`config.mk`:
```
export PLATFORM = sky130hd
export DESIGN_NAME = axi_lite_master_flat
export DESIGN_NICKNAME = d
export VERILOG_FILES = /design/src/rtl/axi_lite_pkg.sv /design/src/rtl/axi_lite_if.sv /design/src/rtl/axi_lite_watchdog.sv /design/src/rtl/axi_lite_master.sv /design/src/flat_wrapper.sv
export SDC_FILE = /design/constraint.sdc
export NUM_CORES = 1
export LEC_CHECK = 0
export CAP_MARGIN = 30
export CORE_ASPECT_RATIO = 0.6
export CORE_MARGIN = 2
export CORE_UTILIZATION = 40
export CTS_CLUSTER_DIAMETER = 30
export CTS_CLUSTER_SIZE = 14
export DETAILED_ROUTE_END_ITERATION = 7
export GPL_TIMING_DRIVEN = 0
export MAX_ROUTING_LAYER = met4
export PLACE_DENSITY = 0.81
export RECOVER_POWER = 25
export SYNTH_ARGS = -nofsm -noshare
export SYNTH_HDL_FRONTEND = slang
export SYNTH_SLANG_ARGS = --single-unit
export TNS_END_PERCENT = 20
```
`constraint.sdc`:
```
create_clock -name aclk -period 1.7 [get_ports aclk]
set_clock_uncertainty 0.05 [all_clocks]
set_input_delay 0.17 -clock aclk [delete_from_list [all_inputs] [get_ports aclk]]
set_output_delay 0.17 -clock aclk [all_outputs]
set_load 0.01 [all_outputs]
```
`src/rtl/axi_lite_pkg.sv`:
```
// Shared AXI4-Lite types, response codes and master FSM state encodings.
package axi_lite_pkg;

    localparam int unsigned ADDR_W = 32;
    localparam int unsigned DATA_W = 32;
    localparam int unsigned STRB_W = DATA_W / 8;

    typedef logic [ADDR_W-1:0] addr_t;
    typedef logic [DATA_W-1:0] data_t;
    typedef logic [STRB_W-1:0] strb_t;
    typedef logic [1:0]        resp_t;

    localparam resp_t RESP_OKAY   = 2'b00;
    localparam resp_t RESP_EXOKAY = 2'b01;
    localparam resp_t RESP_SLVERR = 2'b10;
    localparam resp_t RESP_DECERR = 2'b11;

    typedef enum logic [1:0] {
        W_IDLE,
        W_ADDR_DATA,
        W_RESP
    } wr_state_t;

    typedef enum logic [1:0] {
        R_IDLE,
        R_ADDR,
        R_DATA
    } rd_state_t;

endpackage

```
`src/rtl/axi_lite_if.sv`:
```
// AXI4-Lite bus bundle: five independent channels, master and slave views.
interface axi_lite_if;
    import axi_lite_pkg::*;

    addr_t awaddr;
    logic  awvalid;
    logic  awready;

    data_t wdata;
    strb_t wstrb;
    logic  wvalid;
    logic  wready;

    resp_t bresp;
    logic  bvalid;
    logic  bready;

    addr_t araddr;
    logic  arvalid;
    logic  arready;

    data_t rdata;
    resp_t rresp;
    logic  rvalid;
    logic  rready;

    modport master (
        output awaddr, awvalid, wdata, wstrb, wvalid, bready, araddr, arvalid, rready,
        input  awready, wready, bresp, bvalid, arready, rdata, rresp, rvalid
    );

    modport slave (
        input  awaddr, awvalid, wdata, wstrb, wvalid, bready, araddr, arvalid, rready,
        output awready, wready, bresp, bvalid, arready, rdata, rresp, rvalid
    );

endinterface

```
`src/rtl/axi_lite_watchdog.sv`:
```
// Cycle counter with synchronous clear; expired once enabled for limit cycles.
module axi_lite_watchdog #(
    parameter int unsigned WIDTH = 8
) (
    input  logic             clk_i,
    input  logic             rst_ni,
    input  logic             clear_i,
    input  logic             enable_i,
    input  logic [WIDTH-1:0] limit_i,
    output logic             expired_o
);

    logic [WIDTH-1:0] count_q;
    logic [WIDTH-1:0] count_d;

    // count_q holds the number of enabled cycles already completed, so the
    // limit-th cycle is the one that reports expiry.
    assign expired_o = (limit_i == '0) || (count_q >= limit_i - WIDTH'(1));

    always_comb begin
        count_d = count_q;
        if (clear_i) begin
            count_d = '0;
        end else if (enable_i && !expired_o) begin
            count_d = count_q + WIDTH'(1);
        end
    end

    always_ff @(posedge clk_i) begin
        if (!rst_ni) begin
            count_q <= '0;
        end else begin
            count_q <= count_d;
        end
    end

endmodule

```
`src/rtl/axi_lite_master.sv`:
```
// AXI4-Lite master: each start pulse becomes one single-beat read or write.
// Optional response timeout is built when AXI_MST_TIMEOUT_EN is defined.
module axi_lite_master
    import axi_lite_pkg::*;
#(
    parameter int unsigned ADDR_WIDTH     = 32,
    parameter int unsigned DATA_WIDTH     = 32,
    parameter int unsigned TIMEOUT_CYCLES = 64
) (
    input  logic                  aclk,
    input  logic                  areset_n,
    input  logic                  start_write,
    input  logic                  start_read,
    input  logic [ADDR_WIDTH-1:0] addr,
    input  logic [DATA_WIDTH-1:0] data,
    axi_lite_if.master            bus,
    output logic                  wr_busy,
    output logic                  rd_busy,
    output logic                  wr_done,
    output logic                  rd_done,
    output resp_t                 wr_resp,
    output resp_t                 rd_resp,
    output logic [DATA_WIDTH-1:0] rd_data,
    output logic                  timeout_err
);

    wr_state_t wr_state_q, wr_state_d;
    addr_t     awaddr_q, awaddr_d;
    data_t     wdata_q, wdata_d;
    logic      awvalid_q, awvalid_d;
    logic      wvalid_q, wvalid_d;
    logic      bready_q, bready_d;
    logic      wr_done_q, wr_done_d;
    resp_t     wr_resp_q, wr_resp_d;
    logic      wr_timeout;
    logic      wr_expired;

    rd_state_t rd_state_q, rd_state_d;
    addr_t     araddr_q, araddr_d;
    logic      arvalid_q, arvalid_d;
    logic      rready_q, rready_d;
    logic      rd_done_q, rd_done_d;
    resp_t     rd_resp_q, rd_resp_d;
    data_t     rd_data_q, rd_data_d;
    logic      rd_timeout;
    logic      rd_expired;

    // Write channel
    always_comb begin
        wr_state_d = wr_state_q;
        awaddr_d   = awaddr_q;
        wdata_d    = wdata_q;
        awvalid_d  = awvalid_q;
        wvalid_d   = wvalid_q;
        bready_d   = bready_q;
        wr_done_d  = 1'b0;
        wr_resp_d  = wr_resp_q;
        wr_timeout = 1'b0;

        unique case (wr_state_q)
            W_IDLE: begin
                if (start_write) begin
                    awaddr_d   = addr;
                    wdata_d    = data;
                    awvalid_d  = 1'b1;
                    wvalid_d   = 1'b1;
                    wr_state_d = W_ADDR_DATA;
                end
            end
            W_ADDR_DATA: begin
                // AW and W retire independently; B waits for both.
                if (awvalid_q && bus.awready) begin
                    awvalid_d = 1'b0;
                end
                if (wvalid_q && bus.wready) begin
                    wvalid_d = 1'b0;
                end
                if (!awvalid_d && !wvalid_d) begin
                    bready_d   = 1'b1;
                    wr_state_d = W_RESP;
                end
            end
            W_RESP: begin
                if (bus.bvalid && bready_q) begin
                    wr_resp_d  = bus.bresp;
                    wr_done_d  = 1'b1;
                    bready_d   = 1'b0;
                    wr_state_d = W_IDLE;
                end else if (wr_expired) begin
                    wr_resp_d  = RESP_SLVERR;
                    wr_done_d  = 1'b1;
                    bready_d   = 1'b0;
                    wr_timeout = 1'b1;
                    wr_state_d = W_IDLE;
                end
            end
            default: begin
                wr_state_d = W_IDLE;
            end
        endcase
    end

    // Read channel
    always_comb begin
        rd_state_d = rd_state_q;
        araddr_d   = araddr_q;
        arvalid_d  = arvalid_q;
        rready_d   = rready_q;
        rd_done_d  = 1'b0;
        rd_resp_d  = rd_resp_q;
        rd_data_d  = rd_data_q;
        rd_timeout = 1'b0;

        unique case (rd_state_q)
            R_IDLE: begin
                if (start_read) begin
                    araddr_d   = addr;
                    arvalid_d  = 1'b1;
                    rd_state_d = R_ADDR;
                end
            end
            R_ADDR: begin
                if (arvalid_q && bus.arready) begin
                    arvalid_d  = 1'b0;
                    rready_d   = 1'b1;
                    rd_state_d = R_DATA;
                end
            end
            R_DATA: begin
                if (bus.rvalid && rready_q) begin
                    rd_data_d  = bus.rdata;
                    rd_resp_d  = bus.rresp;
                    rd_done_d  = 1'b1;
                    rready_d   = 1'b0;
                    rd_state_d = R_IDLE;
                end else if (rd_expired) begin
                    rd_resp_d  = RESP_SLVERR;
                    rd_done_d  = 1'b1;
                    rready_d   = 1'b0;
                    rd_timeout = 1'b1;
                    rd_state_d = R_IDLE;
                end
            end
            default: begin
                rd_state_d = R_IDLE;
            end
        endcase
    end

    always_ff @(posedge aclk) begin
        if (!areset_n) begin
            wr_state_q <= W_IDLE;
            awaddr_q   <= '0;
            wdata_q    <= '0;
            awvalid_q  <= 1'b0;
            wvalid_q   <= 1'b0;
            bready_q   <= 1'b0;
            wr_done_q  <= 1'b0;
            wr_resp_q  <= RESP_OKAY;
            rd_state_q <= R_IDLE;
            araddr_q   <= '0;
            arvalid_q  <= 1'b0;
            rready_q   <= 1'b0;
            rd_done_q  <= 1'b0;
            rd_resp_q  <= RESP_OKAY;
            rd_data_q  <= '0;
        end else begin
            wr_state_q <= wr_state_d;
            awaddr_q   <= awaddr_d;
            wdata_q    <= wdata_d;
            awvalid_q  <= awvalid_d;
            wvalid_q   <= wvalid_d;
            bready_q   <= bready_d;
            wr_done_q  <= wr_done_d;
            wr_resp_q  <= wr_resp_d;
            rd_state_q <= rd_state_d;
            araddr_q   <= araddr_d;
            arvalid_q  <= arvalid_d;
            rready_q   <= rready_d;
            rd_done_q  <= rd_done_d;
            rd_resp_q  <= rd_resp_d;
            rd_data_q  <= rd_data_d;
        end
    end

`ifdef AXI_MST_TIMEOUT_EN
    localparam int unsigned WD_WIDTH = $clog2(TIMEOUT_CYCLES + 1);
    localparam logic [WD_WIDTH-1:0] WD_LIMIT = WD_WIDTH'(TIMEOUT_CYCLES);

    logic timeout_err_q;

    // Held clear outside the response state, so each wait starts from zero.
    axi_lite_watchdog #(
        .WIDTH (WD_WIDTH)
    ) u_wr_watchdog (
        .clk_i     (aclk),
        .rst_ni    (areset_n),
        .clear_i   (wr_state_q != W_RESP),
        .enable_i  (wr_state_q == W_RESP),
        .limit_i   (WD_LIMIT),
        .expired_o (wr_expired)
    );

    axi_lite_watchdog #(
        .WIDTH (WD_WIDTH)
    ) u_rd_watchdog (
        .clk_i     (aclk),
        .rst_ni    (areset_n),
        .clear_i   (rd_state_q != R_DATA),
        .enable_i  (rd_state_q == R_DATA),
        .limit_i   (WD_LIMIT),
        .expired_o (rd_expired)
    );

    always_ff @(posedge aclk) begin
        if (!areset_n) begin
            timeout_err_q <= 1'b0;
        end else if (wr_timeout || rd_timeout) begin
            timeout_err_q <= 1'b1;
        end
    end

    assign timeout_err = timeout_err_q;
`else
    logic unused_timeout;

    assign wr_expired     = 1'b0;
    assign rd_expired     = 1'b0;
    assign timeout_err    = 1'b0;
    assign unused_timeout = ^{TIMEOUT_CYCLES, wr_timeout, rd_timeout};
`endif

    assign bus.awaddr  = awaddr_q;
    assign bus.awvalid = awvalid_q;
    assign bus.wdata   = wdata_q;
    assign bus.wstrb   = '1;
    assign bus.wvalid  = wvalid_q;
    assign bus.bready  = bready_q;
    assign bus.araddr  = araddr_q;
    assign bus.arvalid = arvalid_q;
    assign bus.rready  = rready_q;

    assign wr_busy = (wr_state_q != W_IDLE);
    assign rd_busy = (rd_state_q != R_IDLE);
    assign wr_done = wr_done_q;
    assign rd_done = rd_done_q;
    assign wr_resp = wr_resp_q;
    assign rd_resp = rd_resp_q;
    assign rd_data = rd_data_q;

endmodule

```
`src/flat_wrapper.sv`:
```
// flat-port wrapper written by rule: the top's interface ports become plain ports
module axi_lite_master_flat import axi_lite_pkg::*;
#(
    parameter int unsigned ADDR_WIDTH     = 32,
    parameter int unsigned DATA_WIDTH     = 32,
    parameter int unsigned TIMEOUT_CYCLES = 64
)
  (aclk, areset_n, start_write, start_read, addr, data, wr_busy, rd_busy, wr_done, rd_done, wr_resp, rd_resp, rd_data, timeout_err, bus_awaddr, bus_awvalid, bus_wdata, bus_wstrb, bus_wvalid, bus_bready, bus_araddr, bus_arvalid, bus_rready, bus_awready, bus_wready, bus_bresp, bus_bvalid, bus_arready, bus_rdata, bus_rresp, bus_rvalid);
  axi_lite_if bus_i ();
  input  logic aclk;
  input  logic areset_n;
  input  logic start_write;
  input  logic start_read;
  input  logic [ADDR_WIDTH-1:0] addr;
  input  logic [DATA_WIDTH-1:0] data;
  output logic wr_busy;
  output logic rd_busy;
  output logic wr_done;
  output logic rd_done;
  output resp_t wr_resp;
  output resp_t rd_resp;
  output logic [DATA_WIDTH-1:0] rd_data;
  output logic timeout_err;
  output wire logic [$bits(bus_i.awaddr)-1:0] bus_awaddr;
  output wire logic [$bits(bus_i.awvalid)-1:0] bus_awvalid;
  output wire logic [$bits(bus_i.wdata)-1:0] bus_wdata;
  output wire logic [$bits(bus_i.wstrb)-1:0] bus_wstrb;
  output wire logic [$bits(bus_i.wvalid)-1:0] bus_wvalid;
  output wire logic [$bits(bus_i.bready)-1:0] bus_bready;
  output wire logic [$bits(bus_i.araddr)-1:0] bus_araddr;
  output wire logic [$bits(bus_i.arvalid)-1:0] bus_arvalid;
  output wire logic [$bits(bus_i.rready)-1:0] bus_rready;
  input wire logic [$bits(bus_i.awready)-1:0] bus_awready;
  input wire logic [$bits(bus_i.wready)-1:0] bus_wready;
  input wire logic [$bits(bus_i.bresp)-1:0] bus_bresp;
  input wire logic [$bits(bus_i.bvalid)-1:0] bus_bvalid;
  input wire logic [$bits(bus_i.arready)-1:0] bus_arready;
  input wire logic [$bits(bus_i.rdata)-1:0] bus_rdata;
  input wire logic [$bits(bus_i.rresp)-1:0] bus_rresp;
  input wire logic [$bits(bus_i.rvalid)-1:0] bus_rvalid;
  assign bus_awaddr = bus_i.awaddr;
  assign bus_awvalid = bus_i.awvalid;
  assign bus_wdata = bus_i.wdata;
  assign bus_wstrb = bus_i.wstrb;
  assign bus_wvalid = bus_i.wvalid;
  assign bus_bready = bus_i.bready;
  assign bus_araddr = bus_i.araddr;
  assign bus_arvalid = bus_i.arvalid;
  assign bus_rready = bus_i.rready;
  assign bus_i.awready = bus_awready;
  assign bus_i.wready = bus_wready;
  assign bus_i.bresp = bus_bresp;
  assign bus_i.bvalid = bus_bvalid;
  assign bus_i.arready = bus_arready;
  assign bus_i.rdata = bus_rdata;
  assign bus_i.rresp = bus_rresp;
  assign bus_i.rvalid = bus_rvalid;
  axi_lite_master #(.ADDR_WIDTH(ADDR_WIDTH), .DATA_WIDTH(DATA_WIDTH), .TIMEOUT_CYCLES(TIMEOUT_CYCLES)) u_core (.aclk(aclk), .areset_n(areset_n), .start_write(start_write), .start_read(start_read), .addr(addr), .data(data), .bus(bus_i), .wr_busy(wr_busy), .rd_busy(rd_busy), .wr_done(wr_done), .rd_done(rd_done), .wr_resp(wr_resp), .rd_resp(rd_resp), .rd_data(rd_data), .timeout_err(timeout_err));
endmodule
```
==> flow_metrics.tcl <==
set metrics [dict create \
    grt_start_max_net_pins 17 \
    dpl.hpwl_mm 12.4 \
    finalSetupViolations 0 \
    max_freq_mhz 596 \
    cp_common_cell "inv_1" \
    whs_path_depth 3 \
    arrival_ps 1460 \
    drive_gt1_share_pct 8.30 \
    pre_cts_slack_ps -137 \
    status "completed" \
    initial_core_util_pct 40.7 \
    vias 5188 \
    syn_inst 646 \
    post_cts_buffers 0 \
    critPathBufInv 3 \
    cts_tree "built" \
    p_leak_nw 3.31 \
    synthDistinctLibCells 31 \
    finalSetupTns_ps 0 \
    power_density_mw_per_mm2 1130 \
    ir_drop_uv 671 \
    ant_nets 0 \
    grt_remaining_overflow 0 \
    max_slew_margin_pct 62.8 \
    fp.dieH_um 92.2 \
    crit_cells 4 \
    path_cells "inv_1 -> ha_2 -> inv_1 -> dlygate4sd2_1" \
    mostFrequentLayoutCells "270 x nand2_1, 204 x clkdlybuf4s50_1, 141 x dfxtp_1" \
    area_growth_pct 63.5 \
    hold_path_class "input pin to flop" \
    critPathMaxStageDelay_ps 330 \
    cts_buffers 17 \
    maxSlewViolCount 0 \
    core_mm2 0.0127 \
    ctsHtreeMaxLevel 4 \
    antenna_found_initial 0 \
    avgSynthCellArea_um2 8.02 \
    fin_ws_ps 23.5 \
    holdWs_ps 254 \
    cts.path.max_buffers 2 \
    yosysSeqAreaShare_pct 55.3 \
    portBuffers 248 \
    crit_family "buffers and inverters" \
    clock-root-buffer "clkbuf_16" \
    final_nets 1030 \
    cts_sinks 143 \
    grt_pass1_vias 5014 \
    post-route-period-util_pct 98.6 \
    maxCapViolCount 0 \
    rr_worst_depth 7 \
    end_kind "output pin" \
    syn_area_mm2 0.00518 \
    io_pins 255 \
    required_ps 1480 \
    drcViolationCount 0 \
    critPathKind "flop to output pin" \
    firstDrtPassIters 4 \
    critPathLaunchType "flop" \
    num_rows 32 \
    wl_per_cell_um 15.0 \
    vias_per_cell 4.72 \
    fin_crit_ps 1680 \
    finalHoldViolations 0 \
    ys_warn_count 0 \
    diodes 0 \
    dieArea_mm2 0.0139 \
    dieWidth_um 151 \
    drt-total-wl_mm 16.5 \
    finish.utilization_pct 66.5 \
    clk_pin_slew_ps 60 \
    ys_seq_elements 143 \
    rsz0062_at_grt "true" \
    critPathMaxFanout 5 \
    insertion_delay_ps 410 \
    final_common_cell "nand2_1" \
    place.gp.congestion 0.824 \
    cp_slowest_cell "dfxtp_1" \
    grt_pass1_wl_mm 25.2 \
    drt_iter0_markers 216 \
    worstMarginPinSlew_ps 557 \
    grt_usage_pct 24.0 \
]
[stage by stage]
stage | instance area, µm² | instances | power, mW
3_3_place_gp | 7890 | 1067 | 6.08
5_1_grt | 8470 | 1098 | 10.0
4_1_cts | 8460 | 1099 | 9.63
6_report | 8470 | 1098 | 9.56
3_5_place_dp | 7890 | 1067 | 6.12
2_1_floorplan | 5190 | 649 | 4.95
[state kept, by name (all words and copies together) (netlist names)]
| name | count |
|---|---|
| u_core.bus.araddr | 32 |
| u_core.bus.arvalid | 1 |
| u_core.bus.awaddr | 32 |
| u_core.bus.awvalid | 1 |
| u_core.bus.bready | 1 |
| u_core.bus.rready | 1 |
| u_core.bus.wdata | 32 |
| u_core.bus.wvalid | 1 |
| u_core.rd_data | 32 |
| u_core.rd_done | 1 |
| u_core.rd_resp | 2 |
| u_core.rd_state_q | 2 |
| u_core.wr_done | 1 |
| u_core.wr_resp | 2 |
| u_core.wr_state_q | 2 |
[metal layers]
metal | global-route usage, % | vias to the layer above | wire (µm)
met3 | 7.21 | 18 | 1320
met1 | 31.1 | 2384 | 7650
met5 | - | - | 0
met4 | 7.01 | 0 | 228
met2 | 36.3 | 169 | 7290
li1 | - | 2617 | -
[Yosys cell counts]
library cell | instances | area share (%)
nand4b_1 | 1 | 0.17
clkbuf_1 | 17 | 1.2
a21boi_0 | 1 | 0.14
nand3_1 | 1 | 0.097
o21ai_0 | 2 | 0.19
or2_2 | 2 | 0.24
a221oi_1 | 1 | 0.17
buf_1 | 2 | 0.14
a32oi_1 | 1 | 0.17
dfxtp_1 | 143 | 55
mux2i_1 | 4 | 0.77
and2_1 | 1 | 0.12
and3_1 | 1 | 0.12
a31o_2 | 1 | 0.17
conb_1 | 2 | 0.14
nor3b_2 | 1 | 0.24
nand2b_1 | 3 | 0.36
nor2b_1 | 1 | 0.12
buf_6 | 7 | 1.5
nand3b_1 | 2 | 0.29
buf_4 | 10 | 1.4
nand2_1 | 270 | 20
o21bai_1 | 2 | 0.29
a21oi_1 | 136 | 13
buf_2 | 13 | 1.3
inv_1 | 8 | 0.58
ha_1 | 5 | 1.2
or3b_1 | 1 | 0.17
nor2_1 | 5 | 0.36
o21a_1 | 1 | 0.14
nor4b_1 | 1 | 0.17
[cell families after synthesis]
kind of cell	Yosys count	synth area share (%)
muxes	4	0.773
other	2	0.145
and+or+nand+nor	290	22.0
DFF	143	55.3
buffers and inverters	57	6.18
AOI/OAI and AO/OA	145	14.4
adders and majority gates	5	1.21
[worst min-delay path, stage by stage]
cell             delay, ps
clkdlybuf4s50_1        400
nand2_1                 50
a21oi_1                 50
[layout make-up]
cell class,count,area (µm²)
Clock buffer,19,443
Sequential cell,143,2870
Inverter,8,30.0
Timing Repair Buffer,249,2490
Multi-Input combinational cell,449,2020
Buffer,48,299
Tap cell,170,213
Fill cell,1089,4260
Clock inverter,12,114
[where the power goes]
group	total (mW)	internal (mW)	switching [mW]
logic	2.19	1.10	1.09
clock network	3.52	2.05	1.47
registers	3.85	3.66	0.188
[path summary, 6_finish.rpt]
check	start	slack (ps)	to
worst max-delay path	u_core.rd_state_q[1]	20	rd_busy
worst min register to register	u_core.bus.wdata[10]	400	u_core.bus.wdata[10]
worst max register to register	u_core.rd_state_q[0]	80	u_core.rd_data[2]
worst min-delay path	bus_rdata[25]	250	u_core.rd_data[25]
[timing repair]
action                                  in CTS  in global routing
hold buffers                                 1                  0
gates resized for setup                      9                 24
pin swaps                                    0                  0
endpoints found under the setup margin      62                 92
hold endpoints to repair                     1                  0
No activity file was read; power rests on OpenSTA's default activity.
